==> config.mk <==
export PLATFORM = sky130hd
export DESIGN_NAME = seq_detect_ctrl
export DESIGN_NICKNAME = d
export VERILOG_FILES = /design/src/rtl/seq_detect_ctrl.sv
export SDC_FILE = /design/constraint.sdc
export NUM_CORES = 1
export LEC_CHECK = 0
export CORE_ASPECT_RATIO = 0.75
export CORE_UTILIZATION = 56
export CTS_CLUSTER_SIZE = 20
export DETAILED_ROUTE_END_ITERATION = 16
export PLACE_DENSITY = 0.78
export SYNTH_ARGS = -nofsm -noshare
export SYNTH_HDL_FRONTEND = slang
export SYNTH_SLANG_ARGS = --single-unit
==> constraint.sdc <==
create_clock -name clk -period 7.3 [get_ports clk]
set_input_delay 1.825 -clock clk [delete_from_list [all_inputs] [get_ports clk]]
set_output_delay 1.825 -clock clk [all_outputs]
set_load 0.02 [all_outputs]
==> src/rtl/seq_detect_ctrl.sv <==
// -----------------------------------------------------------------------------
// seq_detect_ctrl
//
// Run-time programmable serial pattern detector. Words arrive over a
// valid/ready handshake, are shifted MSB-first into a bit history, and the
// newest len_eff history bits are compared against the latched pattern after
// every shifted bit. Matches raise a one-cycle flag and bump a saturating
// counter; a non-zero target ends the run with a one-cycle done pulse.
//
// Ports
//   clk          rising-edge clock
//   rst          asynchronous reset, active-high
//   start        begin a run (sampled only while idle)
//   abort        terminate a run (sampled in any non-idle state)
//   cfg_pattern  pattern; bit [len-1] lines up with the oldest compared bit
//   cfg_len      pattern length in bits (clamped to PW, 0 = never match)
//   cfg_overlap  1 = overlapping matches allowed
//   cfg_target   match count that ends the run, 0 = run until abort
//   s_valid      input word valid
//   s_data       input word
//   s_ready      controller can take a word this cycle
//   flag         one-cycle pulse per match
//   match_cnt    matches counted in the current run (holds after the run)
//   busy         high whenever a run is in progress (any non-idle state)
//   done         one-cycle pulse when the target count is reached
// -----------------------------------------------------------------------------
module seq_detect_ctrl #(
  parameter int DW = 8,
  parameter int PW = 8,
  parameter int CW = 8
) (
  input  logic                  clk,
  input  logic                  rst,
  input  logic                  start,
  input  logic                  abort,
  input  logic [PW-1:0]         cfg_pattern,
  input  logic [$clog2(PW):0]   cfg_len,
  input  logic                  cfg_overlap,
  input  logic [CW-1:0]         cfg_target,
  input  logic                  s_valid,
  input  logic [DW-1:0]         s_data,
  output logic                  s_ready,
  output logic                  flag,
  output logic [CW-1:0]         match_cnt,
  output logic                  busy,
  output logic                  done
);

  localparam int LW = $clog2(PW) + 1;
  localparam int BW = (DW > 1) ? $clog2(DW) : 1;
  localparam logic [LW-1:0] PW_L    = LW'(PW);
  localparam logic [BW-1:0] BIT_MSB = BW'(DW - 1);

  typedef enum logic [1:0] {
    S_IDLE  = 2'd0,
    S_LOAD  = 2'd1,
    S_SHIFT = 2'd2,
    S_DONE  = 2'd3
  } state_t;

  state_t        state_q, state_d;
  logic [PW-1:0] pat_q,   pat_d;
  logic [LW-1:0] len_q,   len_d;
  logic          ovl_q,   ovl_d;
  logic [CW-1:0] tgt_q,   tgt_d;
  logic [DW-1:0] word_q,  word_d;
  logic [BW-1:0] bit_q,   bit_d;
  logic [PW-1:0] hist_q,  hist_d;
  logic [LW-1:0] seen_q,  seen_d;
  logic [CW-1:0] cnt_q,   cnt_d;
  logic          flag_q,  flag_d;

  // Match counter saturates at all-ones instead of wrapping.
  function automatic logic [CW-1:0] sat_inc_cnt(input logic [CW-1:0] v);
    return (&v) ? v : v + 1'b1;
  endfunction

  // Number of valid history bits never exceeds the history depth.
  function automatic logic [LW-1:0] sat_inc_seen(input logic [LW-1:0] v);
    return (v >= PW_L) ? PW_L : v + 1'b1;
  endfunction

  function automatic logic [LW-1:0] clamp_len(input logic [LW-1:0] len);
    return (len > PW_L) ? PW_L : len;
  endfunction

  // Ones in the low 'len' positions: selects the bits that take part in
  // the comparison.
  function automatic logic [PW-1:0] len_mask(input logic [LW-1:0] len);
    logic [PW-1:0] m;
    for (int i = 0; i < PW; i++) m[i] = (i < int'(len));
    return m;
  endfunction

  // Shift-path datapath, only consumed while in S_SHIFT.
  logic          shift_bit;
  logic [PW-1:0] hist_shift;
  logic [LW-1:0] seen_inc;
  logic [CW-1:0] cnt_inc;
  logic          hit;
  logic          tgt_hit;

  always_comb begin
    shift_bit  = word_q[bit_q];
    hist_shift = (hist_q << 1) | PW'(shift_bit);
    seen_inc   = sat_inc_seen(seen_q);
    cnt_inc    = sat_inc_cnt(cnt_q);
    // len_q == 0 never matches, so a zero-length run only ends by abort.
    hit        = (len_q != '0) && (seen_inc >= len_q) &&
                 (((hist_shift ^ pat_q) & len_mask(len_q)) == '0);
    tgt_hit    = hit && (tgt_q != '0) && (cnt_inc == tgt_q);
  end

  // State register
  always_ff @(posedge clk or posedge rst) begin
    if (rst) begin
      state_q <= S_IDLE;
      pat_q   <= '0;
      len_q   <= '0;
      ovl_q   <= 1'b0;
      tgt_q   <= '0;
      word_q  <= '0;
      bit_q   <= '0;
      hist_q  <= '0;
      seen_q  <= '0;
      cnt_q   <= '0;
      flag_q  <= 1'b0;
    end else begin
      state_q <= state_d;
      pat_q   <= pat_d;
      len_q   <= len_d;
      ovl_q   <= ovl_d;
      tgt_q   <= tgt_d;
      word_q  <= word_d;
      bit_q   <= bit_d;
      hist_q  <= hist_d;
      seen_q  <= seen_d;
      cnt_q   <= cnt_d;
      flag_q  <= flag_d;
    end
  end

  // Next-state logic
  always_comb begin
    state_d = state_q;
    pat_d   = pat_q;
    len_d   = len_q;
    ovl_d   = ovl_q;
    tgt_d   = tgt_q;
    word_d  = word_q;
    bit_d   = bit_q;
    hist_d  = hist_q;
    seen_d  = seen_q;
    cnt_d   = cnt_q;
    flag_d  = 1'b0;

    unique case (state_q)
      S_IDLE: begin
        if (start) begin
          pat_d   = cfg_pattern;
          len_d   = clamp_len(cfg_len);
          ovl_d   = cfg_overlap;
          tgt_d   = cfg_target;
          hist_d  = '0;
          seen_d  = '0;
          cnt_d   = '0;
          state_d = S_LOAD;
        end
      end

      S_LOAD: begin
        if (abort) begin
          state_d = S_IDLE;
        end else if (s_valid) begin
          word_d  = s_data;
          bit_d   = BIT_MSB;
          state_d = S_SHIFT;
        end
      end

      S_SHIFT: begin
        hist_d = hist_shift;
        seen_d = seen_inc;
        bit_d  = bit_q - 1'b1;
        if (hit) begin
          flag_d = 1'b1;
          cnt_d  = cnt_inc;
          // Without overlap the next match must be built from fresh bits.
          if (!ovl_q) seen_d = '0;
        end
        // Abort wins over a target hit; leftover word bits are dropped
        // whenever the run ends mid-word.
        if (abort)                state_d = S_IDLE;
        else if (tgt_hit)         state_d = S_DONE;
        else if (bit_q == '0)     state_d = S_LOAD;
      end

      S_DONE: begin
        state_d = S_IDLE;
      end

      default: begin
        state_d = S_IDLE;
      end
    endcase
  end

  // Output logic
  always_comb begin
    s_ready   = (state_q == S_LOAD);
    busy      = (state_q != S_IDLE);
    done      = (state_q == S_DONE);
    flag      = flag_q;
    match_cnt = cnt_q;
  end

endmodule
**After elaboration in Yosys (flattened, before gate mapping)**

Cells that the tools add are included.

- Register bits: 54
- Logic and storage cells: 84
- Memory bits (writable): 0
- Bits of input ports: 34
- Bits in latches: 0
- Output and inout bits: 12
- ROM bits: 0
- Memories: 0

- Reduce and logical (&&, ||, !) cells: 19
- Mux-type cells: 25
- Equality and inequality tests: 10
- Div/mod/pow operators: 0
- $mul: 0
- Add/sub/neg operators: 3
- Shifts and indexed selects: 0
- Order comparisons: 12
- Bitwise gates (word level): 4

Operators with widths:

| cell | number |
|---|---|
| $mux W8 | 3 |
| $mux W4 | 5 |
| $lt A3 B4 Y1 const A | 4 |
| $pmux W8 S2 | 1 |
| $pmux W7 S2 | 1 |
| $mux W2 | 6 |
| $reduce_and A3 Y1 | 4 |
| $add A8 B1 Y8 const B | 1 |
| $and A8 B8 Y8 | 1 |
| $eq A8 B8 Y1 | 1 |
| $logic_not A8 Y1 | 1 |
| $lt A1 B4 Y1 const A | 2 |
| $lt A2 B4 Y1 const A | 2 |
| $ne A2 B2 Y1 const B | 4 |
| $or A8 B1 Y8 | 1 |
| $pmux W2 S4 | 1 |
| $pmux W4 S2 | 1 |
| $reduce_and A8 Y1 | 1 |
| $reduce_bool A8 Y1 | 1 |
| $xor A8 B8 Y8 | 1 |
| $mux W3 | 2 |
| $pmux W3 S2 | 1 |
| $reduce_bool A2 Y1 | 3 |
| $add A4 B1 Y4 const B | 1 |
| other kinds (17) | 24 |

**Longest topological paths before layout**

Gate-level depths: netlist of run 1.

- Depth after elaboration: 12
- Mapped depth: 10
- Gate-level depth less buffers: 10

**Worst setup path before layout of run 1**

OpenSTA, ideal clock, no wires.

- Path type: input -> register
- Start point: input port abort
- End point: register word_q[0]
- Path slack: 4582 ps
- Stages: 3
- Required time: 7175 ps
- Arrival: 2593 ps
- Library setup time: 125 ps
- Buffers on the path: 1
- Path through: and3b_1 -> buf_2 -> mux2_2

- Longest elaborated chain between the ends: 2

Ends and longest elaborated chain:

| what | line | RTL |
|---|---|---|
| start, declared | 35 | `input logic abort,` |
| $not A1 Y1 (no line) | n/a |  |
| $reduce_and A3 Y1 (no line) | n/a |  |
| end signal, assigned | 134 | `word_q <= word_d;` |
| end, declared | 66 | `logic [DW-1:0] word_q, word_d;` |

Every way passes these cells.
A chain may end at the register's enable or synchronous reset.

**Worst setup path in the final report of run 1**

- Start point: register cnt_q[4], in the netlist match_cnt[4]
- End point: output port match_cnt[4]

RTL lines:

| what | line | RTL |
|---|---|---|
| start, declared | 70 | `logic [CW-1:0] cnt_q, cnt_d;` |
| start signal, assigned | 138 | `cnt_q <= cnt_d;` |
| end, declared | 44 | `output logic [CW-1:0] match_cnt,` |

No word-level cell between the ends.

==> metrics.md, run 1 <==
| Metric | Value |
|---|---|
| Largest family of logic cells by synthesized area | simple AND/OR/NAND/NOR gates |
| Antenna-violating nets left | 0 |
| Xor and xnor area share after synthesis | 0.0414 |
| HP Start | pat_q[4]$_DFFE_PP0P_ |
| Leakage | approximately 1.7 nW |
| Total grt overflow | 0 |
| WL per Instance | 15.2 um |
| Synth Cell Area | between 3000 and 4000 um^2 |
| Antenna violations before repair | 0 |
| Cell family with most CP delay | buffers and inverters |
| CP startpoint kind | flip-flop |
| Max-capacitance violation count | 0 |
| Setup_tns | 0 ns |
| Layout cells sized above 1 | 0.0862 |
| WS Path Type | reg2out |
| Asr flop ratio synth | 1.00 |
| Crit path capture type | output pin |
| Die area | about 6000 um^2 |
| Crit-path cells | clkdlybuf4s50_1 |
| Die Ht | between 60 and 70 um |
| Clock transition at path regs | approximately 0.09 ns |
| Slew margin rel. | 0.485 |
| Remaining DRCs | 0 |
| # rows | 23 |
| Placed Cells | between 400 and 500 |
| IO Pins | between 40 and 50 |
| First-pass DRT Iterations | 5 |
| Hold Path Stages | 2 |
| Syn_area_per_cell | 9.08 um^2 |
| Worst slew pin tran | 0.770 ns |
| CTS HTree Levels | 2 |
| Adder-cell share of the synthesized area | 0.0359 |
| Status | complete, no violations |
| Register area | roughly 1400 um^2 |
| Compound-Gate Fraction of Synth Area | 0.173 |
| Gate Count Post-Synth | 346 |
| Reg2Reg Depth | 10 |
| Layout Nets | between 400 and 500 |
| Area grow syn2layout | 17.8% |
| Detail Placement HPWL | slightly above 5000 um |
| CP peak stage delay | 0.69 ns |
| Clock sinks | 54 |
| Hold Buf Count CTS | 0 |
| Worst r2r src | seen_q[0]$_DFFE_PP0P_ |
| Vias in the first global route | between 2000 and 2500 |
| Fmax | 292 MHz |
| Final Core Density | 0.687 |
| Slowest stage cell on the critical path | clkdlybuf4s50_1 |
| Clk buf depth | 2 |
| CP arrival | 1.60 ns |
| Reg2reg end | match_cnt[3]$_DFFE_PP0P_ |
| Number of buffers created by CTS | 5 |
| First-pass GRT wire length | 11500 um |
| Global placement routability congestion | 0.875 |
| # fillers | around 460 |
| Hold Path Class | reg2reg |
| Port bufs | 45 |
| Largest net degree at the start of global routing | 55 |
| Post-CTS Repair Setup Buffers | 0 |
| GRT busiest layer | met1 |
| Synth Net Count | 389 |
| Placed Area | 3610 um^2 |
| CTS tree | built |
| Top FF cell, synth | dfrtp_1 |
| Post-synthesis cell type count | 60 |
| Via count | roughly 2600 |
| Max FO, Critical Path | 12 |
| Peak supply drop | around 0.13 mV |
| Drt via density | between 5 and 6 |
| Post-synthesis sequential area ratio | 0.430 |
| Total GRT Usage | 0.258 |
| Flop2flop setup slack | 4.52 ns |
| Starting Density | 0.584 |
| Core ar. | around 5400 um^2 |
| Hold EP | pat_q[4]$_DFFE_PP0P_ |
| Period minus WS final | roughly 3.4 ns |
| Pins over their slew limit | 0 |
| EDFF count, synth | 0 |
| Root buf cell | clkbuf_8 |
| Critical Path RT | 5.48 ns |
| Resize count post-CTS | 0 |
| Ant diodes | 0 |
| Count of final setup violators | 0 |
| Mux contribution to synthesized area | 0.0450 |
| Area of the multi-input gates | ~1600 um^2 |
| PD cells | roughly 250 nW/um^2 |
| Period utilization | 0.470 |
| GR Layer Usage met3 | 0.0533 |
| Final Hold Fails | 0 |
| Met1 GRT Util | 0.385 |
| Layout Cells excl Fill | between 400 and 500 |
| Initial DRC count | between 200 and 300 |
| GR Util met2 | 0.382 |
| CP Buf/Inv Count | 1 |
| Yosys reg bits | 54 |
| Design area | 3700 um^2 |
| RSZ-0062 raised after global routing | false |
| Clock Latency Late Sink | between 0.3 and 0.4 ns |
| YS warnings | 0 |
| Routed Wire Length | 6950 um |
| Clock skew | slightly below 0.008 ns |
| Synth Area in Simple Gates | 0.225 |
| Chip width | a little under 90 um |
==> how the worst max path moves through the flow <==
| stage | from | end | cells after the start |
|---|---|---|---|
| 6_report | match_cnt[4]$_DFFE_PP0P_ | match_cnt[4] | 1 |
| 5_1_grt | match_cnt[4]$_DFFE_PP0P_ | match_cnt[4] | 1 |
| 4_1_cts | state_q[0]$_DFFE_PP0P_ | s_ready | 2 |
| 3_5_place_dp | start | match_cnt[3]$_DFFE_PP0P_ | 4 |
| 3_3_place_gp | start | match_cnt[3]$_DFFE_PP0P_ | 4 |
| 2_1_floorplan | rst | bit_q[0]$_DFFE_PP0P_ | 1 |
==> metrics by stage <==
| stage | worst slack, ns | power [mW] | hold slack, ns |
|---|---|---|---|
| floorplan | 4.16 | 0.665 | 0.465 |
| global placement | 3.78 | 0.743 | 0.483 |
| detailed placement | 3.76 | 0.758 | 0.495 |
| CTS | 3.88 | 0.931 | 0.517 |
| global route | 3.82 | 0.993 | 0.537 |
| finish | 3.87 | 0.926 | 0.517 |
==> kinds of logic after synthesis <==
group,count (synthesis)
multiplexers,13
AO/OA/AOI/OAI,74
XOR/XNOR,14
flip-flops,54
adder cells (fa/ha/maj),9
buffers and inverters,34
AND/OR/NAND/NOR,148
==> Yosys cell counts, types with 7 or more instances <==
cell type  count  area share
xnor2_1        8       0.022
nor2_1        19       0.023
nand3_1       12       0.019
inv_1         15       0.018
clkbuf_1       8      0.0096
nor3_1         7       0.011
mux2_2         8       0.029
ha_1           9       0.036
nand2_1       73       0.087
o21ai_0       19       0.030
dfrtp_1       54        0.43
==> area by class of cell <==
| class | count | share of cell area |
|---|---|---|
| Tap cell | 75 | 0.0254 |
| Timing Repair Buffer | 48 | 0.128 |
| Clock inverter | 1 | 0.00135 |
| Multi-Input combinational cell | 258 | 0.441 |
| Sequential cell | 54 | 0.365 |
| Clock buffer | 7 | 0.0233 |
| Inverter | 15 | 0.0152 |
==> layout by cell type, fill, tap and decap left out, types with 2 or more instances in the layout <==
| master | Yosys | layout |
|---|---|---|
| dfrtp_1 | 54 | 54 |
| xnor2_1 | 8 | 8 |
| mux2i_1 | 4 | 4 |
| buf_4 | 2 | 3 |
| nand2b_1 | 4 | 4 |
| a21oi_1 | 6 | 6 |
| nand3_1 | 12 | 12 |
| clkbuf_8 | 0 | 6 |
| o211ai_1 | 3 | 3 |
| o22ai_1 | 2 | 2 |
| nand3b_1 | 5 | 5 |
| mux2_2 | 8 | 8 |
| o31ai_1 | 5 | 5 |
| nand2_1 | 73 | 73 |
| a31oi_1 | 6 | 6 |
| a221oi_1 | 4 | 4 |
| o21ai_0 | 19 | 19 |
| a31o_2 | 4 | 4 |
| a21o_1 | 3 | 3 |
| clkdlybuf4s50_1 | 0 | 45 |
| and3_1 | 3 | 3 |
| nand4_1 | 5 | 5 |
| ha_1 | 9 | 9 |
| a211oi_1 | 2 | 2 |
| xor2_1 | 5 | 5 |
| or3_1 | 2 | 2 |
| nor2_1 | 19 | 19 |
| a22o_1 | 6 | 6 |
| and2_1 | 2 | 2 |
| nor2b_1 | 6 | 6 |
| nor3_1 | 7 | 7 |
| inv_1 | 15 | 14 |
==> sequential cells by signal (all words and copies together) (netlist names) <==
| name | count |
|---|---|
| ovl_q | 1 |
| bit_q | 3 |
| hist_q | 7 |
| flag | 1 |
| len_q | 4 |
| word_q | 8 |
| match_cnt | 8 |
| state_q | 2 |
| pat_q | 8 |
| tgt_q | 8 |
| seen_q | 4 |
==> routing by layer <==
| layer | share of wire | vias up |
|---|---|---|
| met5 | 0 | - |
| li1 | - | 1283 |
| met2 | 0.43 | 114 |
| met4 | 0.0066 | 0 |
| met3 | 0.074 | 5 |
| met1 | 0.49 | 1231 |
==> where the power goes <==
group | internal [mW] | switching (mW) | total, mW
Sequential | 0.365 | 0.0712 | 0.436
Clock | 0.0767 | 0.0936 | 0.170
Combinational | 0.151 | 0.169 | 0.319
Total | 0.592 | 0.334 | 0.926
No activity file was read; power rests on OpenSTA's default activity.
==> run 2: changes to the inputs <==
CORE_UTILIZATION = 55   (was 56)
PLACE_DENSITY = 0.77   (was 0.78)
clock period = 3.2 ns   (was 7.3 ns; I/O delays follow)
==> run 2 against run 1 <==
Largest power group unchanged. Sequential share of layout area fell by 0.22 points. Setup slack got worse by 3.3 ns. First-iteration DRC count is 1.5% lower. Wire length shrank 1.3%. Via count is 0.72% higher. Sequential power grew 130%. Core utilization grew 0.051 points. Die area increased by 1.8%. Total power increased by 140%. Critical path depth is 8 higher. Hold slack worse by 0.0065 ns.
==> metrics.md, run 2 (synthesized netlist as in run 1, its figures left out) <==
| Metric | Value |
|---|---|
| Status | complete, no violations |
| Core ar. | 5410 um^2 |
| Total grt overflow | 0 |
| Port bufs | 45 |
| Final Hold Fails | 0 |
| Clock sinks | 54 |
| WL per Instance | 14.9 um |
| Final Core Density | 0.688 |
| Remaining DRCs | 0 |
| RSZ-0062 raised after global routing | false |
| CP arrival | 2.85 ns |
| Setup_tns | 0 ns |
| First-pass GRT wire length | roughly 12000 um |
| Layout cells sized above 1 | 0.0859 |
| First-pass DRT Iterations | 5 |
| Slew margin rel. | 0.539 |
| Reg2reg end | match_cnt[3]$_DFFE_PP0P_ |
| Ant diodes | 0 |
| Clock transition at path regs | around 0.09 ns |
| Number of buffers created by CTS | 5 |
| Critical Path RT | around 3.4 ns |
| Peak supply drop | approximately 0.26 mV |
| Worst slew pin tran | 0.692 ns |
| Fmax | approximately 380 MHz |
| Global placement routability congestion | roughly 1 |
| Period minus WS final | between 2 and 3 ns |
| CTS tree | built |
| Routed Wire Length | just under 7000 um |
| # rows | 23 |
| Clock skew | about 0.0059 ns |
| Clk buf depth | 2 |
| Clock Latency Late Sink | slightly above 0.3 ns |
| CP Capture Point | match_cnt[3]$_DFFE_PP0P_ |
| Max FO, Critical Path | 6 |
| # fillers | around 460 |
| Starting Density | 0.580 |
| Reg2Reg Depth | 9 |
| Vias in the first global route | 2394 |
| Critical Path Source | seen_q[0]$_DFFE_PP0P_ |
| WS Path Type | reg2reg |
| Flop2flop setup slack | ~0.55 ns |
| Die area | about 6000 um^2 |
| Commonest non-fill, non-tap cell in the layout | nand2_1 |
| Antenna violations before repair | 0 |
| Die Ht | around 67 um |
| Root buf cell | clkbuf_8 |
| Hold Path Stages | 2 |
| Worst r2r src | seen_q[0]$_DFFE_PP0P_ |
| Hold Buf Count CTS | 0 |
| Largest net degree at the start of global routing | 55 |
| Total GRT Usage | 0.254 |
| Chip width | roughly 89 um |
| Hold Path Class | reg2reg |
| Detail Placement HPWL | 4940 um |
| Crit path capture type | flip-flop |
| Area grow syn2layout | 18.5% |
| Max-capacitance violation count | 0 |
| Pins over their slew limit | 0 |
| Post-CTS Repair Setup Buffers | 0 |
| Leakage | approximately 1.7 nW |
| Register area | between 1000 and 1500 um^2 |
| Drt via density | between 5 and 6 |
| CTS HTree Levels | 2 |
| IO Pins | 46 |
| Most frequent cells in the layout | 73 x nand2_1, 54 x dfrtp_1, 45 x clkdlybuf4s50_1 |
| Resize count post-CTS | 0 |
| Count of final setup violators | 0 |
| Layout Nets | between 400 and 500 |
| Period utilization | 0.829 |
| CP startpoint kind | flip-flop |
| Area of the multi-input gates | around 1600 um^2 |
| Initial DRC count | between 200 and 300 |
| PD cells | 586 nW/um^2 |
| Antenna-violating nets left | 0 |
| Via count | roughly 2700 |
run 2: changes by cell type in the layout (fill, tap and decap cells not counted), sizes merged:
cell    delta
bufinv     +1
clkinv     -1
buf        +1
run 2: report_power, final:
group	total, mW	switching [mW]	internal [mW]
clock network	0.452	0.217	0.234
registers	0.996	0.164	0.832
logic	0.733	0.387	0.346
total	2.18	0.768	1.41
run 2: layout make-up:
class | count | area share
sequential | 54 | 0.363
clock inverter | 1 | 0.00807
timing repair buffer | 49 | 0.129
multi-input combinational | 258 | 0.439
clock buffer | 7 | 0.0205
tap | 75 | 0.0252
inverter | 15 | 0.0151
run 2: critical path, cell delays in order, from the launching register on:
cell       delay, ns
dfrtp_1         0.43
inv_1           0.07
ha_1            0.29
nor2b_1         0.16
ha_1            0.28
a2111oi_0       0.09
a211oi_1        0.38
nand4_2         0.22
o21ai_4         0.27
mux2_1          0.35
run 2: metrics by stage:
stage | instances | power (mW) | instance area [um^2] | setup WS, ns | hold WS, ns
6_report | 459 | 2.18 | 3720 | 0.546 | 0.511
5_1_grt | 459 | 2.33 | 3720 | 0.361 | 0.528
4_1_cts | 459 | 2.19 | 3720 | 0.564 | 0.515
3_5_place_dp | 451 | 1.73 | 3610 | 0.588 | 0.493
3_3_place_gp | 451 | 1.70 | 3610 | 0.665 | 0.490
2_1_floorplan | 346 | 1.52 | 3140 | 0.846 | 0.465
run 2: worst min-delay path by stage:
stage / end / from / slack [ns]
after detailed placement: pat_q[4]$_DFFE_PP0P_ / pat_q[4]$_DFFE_PP0P_ / 0.49
final: pat_q[4]$_DFFE_PP0P_ / pat_q[4]$_DFFE_PP0P_ / 0.51
after CTS: pat_q[4]$_DFFE_PP0P_ / pat_q[4]$_DFFE_PP0P_ / 0.51
after global routing: word_q[5]$_DFFE_PP0P_ / word_q[5]$_DFFE_PP0P_ / 0.53
after floorplan: pat_q[1]$_DFFE_PP0P_ / pat_q[1]$_DFFE_PP0P_ / 0.47
after global placement: pat_q[4]$_DFFE_PP0P_ / pat_q[4]$_DFFE_PP0P_ / 0.49
run 2: layer usage:
metal,part of all wire,routed length [um],vias up,global-route usage
met5,0,0,-,0
met4,0.012,79,0,0.0813
met3,0.066,452,10,0.0440
met2,0.43,2950,108,0.374
met1,0.49,3380,1251,0.379
li1,-,-,1283,-
==> run 3: changes to the inputs <==
CORE_UTILIZATION = 49   (was 55)
PLACE_DENSITY = 0.72   (was 0.77)
clock period = 2.2 ns   (was 3.2 ns; I/O delays follow)
==> run 3 against run 2 <==
The flow now finishes with violations (setup timing). Via count up 5.5%. Cell count up 7.2%. Core utilization down 0.091 points. Setup slack worse by 0.81 ns. Combinational power up 81%. Non-clock buffer count up 30. Largest power group unchanged. Highest routed layer unchanged.
==> metrics.md, run 3 (synthesized netlist as in run 1, its figures left out) <==
| Metric | Value |
|---|---|
| Global placement routability congestion | 0.949 |
| Clk buf depth | 2 |
| First-pass GRT wire length | roughly 13000 um |
| CTS tree | built |
| WS Path Type | reg2reg |
| Most frequent cells in the layout | 73 x nand2_1, 54 x dfrtp_1, 44 x clkdlybuf4s50_1 |
| Via count | approximately 2800 |
| Antenna-violating nets left | 0 |
| Chip width | 94.4 um |
| Ant diodes | 0 |
| Clock skew | slightly below 0.01 ns |
| Placed Cells | roughly 480 |
| Crit path capture type | flip-flop |
| Die area | ~6700 um^2 |
| Antenna violations before repair | 0 |
| Commonest non-fill, non-tap cell in the layout | nand2_1 |
| Leakage | around 1.8 nW |
| WL per Instance | 16.1 um |
| Hold Buf Count CTS | 0 |
| Pins over their slew limit | 0 |
| CTS HTree Levels | 2 |
| Total grt overflow | 0 |
| Remaining DRCs | 0 |
| Peak supply drop | roughly 0.42 mV |
| Total GRT Usage | 0.248 |
| Die Ht | about 71 um |
| Slew margin rel. | 0.599 |
| Hold Path Class | reg2reg |
| First-pass DRT Iterations | 5 |
| Period utilization | 1.12 |
| Placed Area | about 3800 um^2 |
| Detail Placement HPWL | about 5500 um |
| Vias in the first global route | approximately 2700 |
| Critical Path Source | seen_q[0]$_DFFE_PP0P_ |
| Clock transition at path regs | 0.10 ns |
| Clock sinks | 54 |
| Routed Wire Length | around 7900 um |
| Layout Nets | between 400 and 500 |
| # fillers | between 500 and 600 |
| Port bufs | 45 |
| Register area | 1350 um^2 |
| Post-route worst hold slack | approximately 0.51 ns |
| Critical Path RT | between 2 and 2.5 ns |
| Tot Pwr | 3.43 mW |
| IO Pins | 46 |
| Period minus WS final | 2.47 ns |
| Final Hold Fails | 0 |
| Area of the multi-input gates | 1770 um^2 |
| Number of buffers created by CTS | 5 |
| Initial DRC count | 241 |
| Reg2Reg Depth | 10 |
| Fmax | around 410 MHz |
| Count of final setup violators | 15 |
| Status | finished with violations |
| PD cells | just over 800 nW/um^2 |
| Layout cells sized above 1 | 0.198 |
| Largest net degree at the start of global routing | between 50 and 60 |
| Starting Density | 0.523 |
| Clock Latency Late Sink | ~0.31 ns |
| Worst r2r src | seen_q[0]$_DFFE_PP0P_ |
| Root buf cell | clkbuf_8 |
| Design area | ~4100 um^2 |
| # rows | 24 |
| CP arrival | approximately 2.7 ns |
| Failing checks | setup timing |
| Flop2flop setup slack | -0.27 ns |
| Area grow syn2layout | 31.4% |
| Layout Cells excl Fill | around 500 |
| Max-capacitance violation count | 0 |
| Final Core Density | 0.687 |
| Core ar. | approximately 6000 um^2 |
| Worst slew pin tran | roughly 0.60 ns |
| Worst setup margin | -0.268 ns |
| CP startpoint kind | flip-flop |
| Max FO, Critical Path | 4 |
| Reg2reg end | match_cnt[3]$_DFFE_PP0P_ |
| Drt via density | ~5.7 |
| RSZ-0062 raised after global routing | true |
| CP Capture Point | match_cnt[3]$_DFFE_PP0P_ |
[run 3: worst min path at each step]
stage,depth (start not counted),startpoint,to,slack [ns]
2_1_floorplan,2,pat_q[1]$_DFFE_PP0P_,pat_q[1]$_DFFE_PP0P_,0.47
3_3_place_gp,2,pat_q[7]$_DFFE_PP0P_,pat_q[7]$_DFFE_PP0P_,0.48
3_5_place_dp,2,pat_q[1]$_DFFE_PP0P_,pat_q[1]$_DFFE_PP0P_,0.49
4_1_cts,2,pat_q[1]$_DFFE_PP0P_,pat_q[1]$_DFFE_PP0P_,0.51
5_1_grt,2,pat_q[5]$_DFFE_PP0P_,pat_q[5]$_DFFE_PP0P_,0.54
6_report,2,pat_q[1]$_DFFE_PP0P_,pat_q[1]$_DFFE_PP0P_,0.51
[run 3: critical path, cell delays in order, from the launching register on]
cell	delay, ns
dfrtp_1	0.43
ha_2	0.21
xnor2_2	0.14
nor2_2	0.07
ha_2	0.31
o21a_1	0.12
o22ai_2	0.07
a211oi_2	0.27
nand4_2	0.17
o21ai_4	0.23
mux2_4	0.32
[run 3: where the power goes]
group	leakage [nW]	switching, mW	total (mW)	internal (mW)
clock network	0.0514	0.333	0.673	0.340
logic	1.11	0.695	1.33	0.640
registers	0.690	0.211	1.42	1.21
total	1.85	1.24	3.43	2.19
[run 3: layout make-up]
cell class / instances / area share
flip-flops and latches: 54 / 0.328
inverters: 15 / 0.0136
clock inverters: 2 / 0.00910
multi-input cells: 258 / 0.430
well taps: 78 / 0.0237
repair buffers: 79 / 0.179
clock buffers: 6 / 0.0176
[run 3: metrics by stage]
stage | setup slack (ns) | setup TNS, ns
floorplan | -0.0192 | -0.0192
global placement | -0.131 | -0.860
detailed placement | -0.170 | -1.79
CTS | -0.205 | -1.44
global route | -0.361 | -4.34
finish | -0.268 | -3.05
[run 3: metal layers]
layer / share of wire / GRT usage
met5: 0 / 0
met4: 0.018 / 0.0889
met2: 0.44 / 0.363
met1: 0.47 / 0.364
met3: 0.068 / 0.0520
[run 3: timing repair]
action / 4_1_cts / 5_1_grt
endpoints found under the setup margin: 15 / 16
resized for setup: 7 / 14
buffers inserted: 3 / 3
pin swaps: 5 / 17
==> edit 1: new RTL, settings of run 3 <==
Add an input register stage for `cfg_pattern`, without a reset; this delays it by one clock. The other inputs are not delayed to match.
--- a/src/rtl/seq_detect_ctrl.sv
+++ b/src/rtl/seq_detect_ctrl.sv
@@ -59,4 +59,10 @@
   } state_t;
 
+  logic [PW-1:0] cfg_pattern_q;
+
+  always_ff @(posedge clk) begin
+    cfg_pattern_q <= cfg_pattern;
+  end
+
   state_t        state_q, state_d;
   logic [PW-1:0] pat_q,   pat_d;
@@ -158,5 +164,5 @@
       S_IDLE: begin
         if (start) begin
-          pat_d   = cfg_pattern;
+          pat_d   = cfg_pattern_q;
           len_d   = clamp_len(cfg_len);
           ovl_d   = cfg_overlap;
Check against the original RTL: not equivalent (a bounded check fails within 4 cycles, from zero or initial values and one cycle with rst high).
==> edit 1 against run 3 <==
- the flow still finishes with violations (negative setup slack)
- final area is 2.8% higher
- area after synthesis is 2.9% higher
- non-clock buffer count is 2 lower
- largest cell class unchanged
- setup slack better by 0.090 ns
- power is 28% higher
- combinational power is 19% higher
- via count is 7.6% lower
- sequential cell count is 8 higher
- wire length is 13% lower
- critical endpoint is now match_cnt[6]$_DFFE_PP0P_
==> edit 1: results (changes against run 3) <==
Outcome
  – Status: complete, but fails checks
  – Failing checks: negative setup slack

Synth
  – Sequential area share after synthesis: 46.77% (+3.7 points)
  – Synth top area share: 41.81% (-1.2 points)
  – Post-synth cell types: 61 (+1.7%)
  – Most frequent cells after synthesis: dfrtp_1, mux2_2, nand2_1
  – Syn Nets: 351 (-9.8%)
  – Asr flop ratio synth: 87.10% (-13 points)

Setup path
  – Crit-path slowest cell: dfrtp_1
  – Largest stage delay on the critical path: 0.40 ns (-0.03 ns)
  – Data arrival, critical path: 2.62 ns (-0.05 ns)
  – Worst-path maximum fanout: 8 (+4)
  – Critical R2R Capture: match_cnt[6]$_DFFE_PP0P_

CTS
  – Post-CTS Resized: 13 (+6)
  – Post-CTS setup buffer count: 0 (-3)
  – Reg clk slew, reported paths: 0.07 ns (-0.03 ns)
  – Num CTS Buffers: 9 (+4)
  – Number of H-tree levels: 3 (+1)

Finish
  – Fin nets: 424 (-7.0%)
  – Ratio of cells with drive above 1 in the final layout: 25.91% (+6.1 points)
  – Fill count: 510 (+0.20%)

Power and ir drop
  – VDD IR max: 0.0006155 V (+46%)
  – Lkg Pwr: 1.753 nW (-5.1%)
  – Sw Share: 35.22% (-0.92 points)

Placed design
  – Setup WS pre-CTS: -0.2127 ns (-0.04250 ns)
  – GPL Wtd Cong: 0.9648 (+1.7%)

Min path
  – Worst hold endpoint: pat_q[4]$_DFFE_PP0P_
  – Origin of the worst min-delay path: cfg_pattern_q[4]$_DFF_P_
  – Min-Delay Path Depth: 1 (-1)

Global routing
  – First-pass GRT wire length: 11930 um (-7.4%)
  – Largest net degree at the start of global routing: 55 (unchanged)
  – Number of global-route vias before repair: 2469 (-7.5%)

Route
  – Final wirelength: 6945 um (-13%)
  – Vias/cell: 5.535 (-2.7%)
  – Starting DRT DRC Count: 184 (-24%)

STA
  – # setup viols final: 15 (unchanged)
  – Final setup margin: -0.1772 ns (+0.09046 ns)
  – Worst Skew: 0.007866 ns (-0.001872 ns)
  – Worst slew pin tran: 0.3701 ns (-0.2315 ns)
  – WHS: 0.4641 ns (-0.04637 ns)
==> edit 1: changes by cell type in the layout (fill, tap and decap cells not counted), sizes merged, moves of 6 or more <==
cell / before / now
nor2: 19 / 13
nand2: 74 / 25
dfxtp: 0 / 8
mux2: 9 / 27
==> edit 1: final cells by class <==
type / count / share of cell area (%)
multi-input cells: 215 / 38.81
inverters: 16 / 1.476
flip-flops and latches: 62 / 35.71
well taps: 81 / 2.391
clock inverters: 7 / 1.889
clock buffers: 9 / 2.922
repair buffers: 77 / 16.79
==> edit 1: metrics by stage <==
stage | TNS (ns) | instances | util [%] | power, mW | area [sq um]
2_1_floorplan | -0.1930 | 308 | - | 2.825 | 3259
3_3_place_gp | -0.9126 | 450 | 62.70 | 3.302 | 3981
3_5_place_dp | -2.275 | 450 | 62.70 | 3.360 | 3981
4_1_cts | -1.980 | 466 | 66.46 | 4.398 | 4220
5_1_grt | -4.551 | 467 | 66.76 | 4.685 | 4239
6_report | -1.860 | 467 | 66.76 | 4.376 | 4239
==> edit 1: layer usage <==
metal,share of wire [%],global-route usage [%],vias up
li1,-,-,1264
met1,48,33.00,1230
met2,45,33.25,83
met3,6.5,5.975,8
met4,1.1,8.126,0
met5,0,0,-
==> edit 1: power groups by stage <==
stage               combinational [mW]  clock (mW)  sequential [mW]
floorplan                         1.11           0             1.71
global placement                  1.52           0             1.79
detailed placement                1.56           0             1.80
CTS                               1.57        1.04             1.78
global route                      1.73        1.11             1.84
finish                            1.58        1.02             1.78
==> edit 1: logic make-up after synthesis <==
logic type,Yosys count,synth area share (%)
compound gates,74,16.03
xor+xnor,19,5.149
fa+ha+maj,9,3.484
buf+inv,31,4.336
flops,62,46.77
mux,30,10.45
simple gates,83,13.78
==> edit 2: new RTL, settings of run 3 <==
Made on the original files. Change the parameter `PW` from 8 to 16.
--- a/src/rtl/seq_detect_ctrl.sv
+++ b/src/rtl/seq_detect_ctrl.sv
@@ -27,5 +27,5 @@
 module seq_detect_ctrl #(
   parameter int DW = 8,
-  parameter int PW = 8,
+  parameter int PW = 16,
   parameter int CW = 8
 ) (
Interface: changed (resized cfg_len and cfg_pattern); port bits go from 46 to 55. No check against the original RTL was run, so the function may have changed too.
==> edit 2 against run 3 <==
- the flow still finishes with violations (negative setup slack)
- count of clock-buffer cells in the layout is 5 higher
- setup slack worse by 0.11 ns
- cell count is 26% higher
- sequential cell count is 18 higher
- wire length is 18% higher
- die area is 20% higher
- area after synthesis is 20% higher
- power is 22% higher
- final area is 26% higher
- largest cell class unchanged
==> edit 2: results (changes against run 3) <==
Outcome
  – Status: complete, but fails checks
  – Failing checks: negative setup slack

Finish
  – Fin nets: 569 (+25%)
  – # diodes: 0 (unchanged)
  – Largest regs: pat_q: 16 flops, hist_q: 15 flops
  – Ratio of cells with drive above 1 in the final layout: 22.65% (+2.8 points)
  – Post-Layout Cell Count: 622 (+26%)

Synth
  – Post-synth cell types: 50 (-17%)
  – Area contributors post-synth: dfrtp_1, nand2_1, o21ai_0
  – Asr flop ratio synth: 100.0% (unchanged)
  – Sequential area share after synthesis: 47.75% (+4.7 points)
  – Ys flop type: dfrtp_1
  – Most frequent cells after synthesis: nand2_1, dfrtp_1, o21ai_0
  – Syn Nets: 465 (+20%)
  – Synthesis Warnings: 0 (unchanged)
  – Synth Instances: 412 (+19%)

STA
  – Worst Skew: 0.01118 ns (+0.001439 ns)
  – Final setup margin: -0.3802 ns (-0.1126 ns)
  – Slew headroom: 69.64% (+9.7 points)
  – # setup viols final: 16 (+1)

CTS
  – Clock Path Buffers: 2 (unchanged)
  – Reg clk slew, reported paths: 0.08 ns (-0.02 ns)
  – Worst-skew pair later-pin latency: 0.35 ns (+0.04 ns)
  – Num CTS Buffers: 9 (+4)
  – Clock Tree Root: clkbuf_8
  – Number of H-tree levels: 3 (+1)

Min path
  – Origin of the worst min-delay path: bit_q[0]$_DFFE_PP0P_
  – Worst Hold Class: reg -> reg

Setup path
  – CP startpoint: match_cnt[0]$_DFFE_PP0P_
  – Worst-path maximum fanout: 2 (-2)
  – Data arrival, critical path: 2.87 ns (+0.20 ns)
  – Worst R2R Start: match_cnt[0]$_DFFE_PP0P_

Placed design
  – Number of I/O port buffers: 54 (+20%)
  – Detailed Place HPWL: 6712 um (+21%)
  – Dpl cells: 603 (+26%)
  – GPL Wtd Cong: 0.8562 (-9.7%)

Route
  – Vias/cell: 5.240 (-7.9%)
  – First-pass detailed-route iteration total: 4 (-1)
  – Routed WL per cell: 15.00 um (-7.0%)
  – Starting DRT DRC Count: 155 (-36%)

Global routing
  – Largest net degree at the start of global routing: 29 (-47%)
  – First-pass GRT wire length: 15660 um (+21%)
  – Number of global-route vias before repair: 3271 (+23%)
  – Gr usage total: 25.98% (+1.1 points)
  – Initial antenna violation count: 0 (unchanged)

Power and ir drop
  – Lkg Pwr: 2.392 nW (+29%)
  – VDD IR max: 0.0005087 V (+20%)
[edit 2: changes by cell type after synthesis, sizes merged, moves of 5 or more]
| cell | before | now |
|---|---|---|
| a21oi | 6 | 13 |
| clkbuf | 8 | 17 |
| nand2 | 74 | 118 |
| o21ai | 21 | 33 |
| a22o | 6 | 0 |
| buf | 11 | 2 |
| inv | 15 | 10 |
| nor2 | 19 | 11 |
| dfrtp | 54 | 72 |
| xnor2 | 9 | 18 |
[edit 2: final timing paths]
check,end,slack (ns),cells after the start
max,state_q[0]$_DFFE_PP0P_,-0.38,8
min in group asynchronous,flag$_DFF_PP0_,0.55,2
min reg2reg,bit_q[0]$_DFFE_PP0P_,0.49,1
min,bit_q[0]$_DFFE_PP0P_,0.49,1
max reg2reg,state_q[0]$_DFFE_PP0P_,-0.38,8
max in group asynchronous,pat_q[6]$_DFFE_PP0P_,1.12,3
[edit 2: area by class of cell]
type                            instances  area (sq um)
Sequential cell                        72          1805
Inverter                               10         41.29
Multi-Input combinational cell        311          1987
Timing Repair Buffer                  112          1031
Clock buffer                           11         141.4
Clock inverter                          5         56.30
Fill cell                             575          2210
Tap cell                              101         126.4
[edit 2: routing by layer]
layer	part of all wire, %	vias up	track usage [%]
li1	-	1621	-
met1	48	1566	33.98
met2	48	67	42.33
met3	4.2	5	6.667
met4	0.69	0	7.606
met5	0	-	0
[edit 2: metrics by stage]
step | setup TNS (ns) | area (sq um) | setup WS, ns
3_5_place_dp | -4.803 | 4858 | -0.4481
2_1_floorplan | -1.452 | 3826 | -0.4956
6_report | -3.669 | 5189 | -0.3802
4_1_cts | -4.352 | 5137 | -0.4399
3_3_place_gp | -3.154 | 4858 | -0.4376
5_1_grt | -5.396 | 5189 | -0.4160
[edit 2: critical path, cell delays in order, from the launching register on]
cell	delay (ns)
dfrtp_2	0.43
ha_4	0.16
and2_4	0.15
and3_4	0.17
or3_1	0.30
a211o_1	0.26
or4b_1	0.48
or4_4	0.50
nand2_2	0.07
[edit 2: what timing repair did]
item                                    CTS  global route
gates resized for setup                  16            11
cloned                                    0             0
pin swaps                                17             5
setup buffers                             3             0
endpoints found under the setup margin   15            18
[edit 2: cells by family after synthesis]
kind of cell	Yosys count	synth area share, %
and+or+nand+nor	184	22.41
buffers and inverters	29	3.117
DFF	72	47.75
xor gates and xnor gates	25	5.802
AOI/OAI and AO/OA	78	12.96
muxes	14	4.642
adders and majority gates	10	3.316
[edit 2: power breakdown]
part           switching (mW)  leakage (nW)  internal, mW
combinational           0.618          1.37         0.700
sequential              0.221         0.924          1.58
clock                   0.501        0.0993         0.553
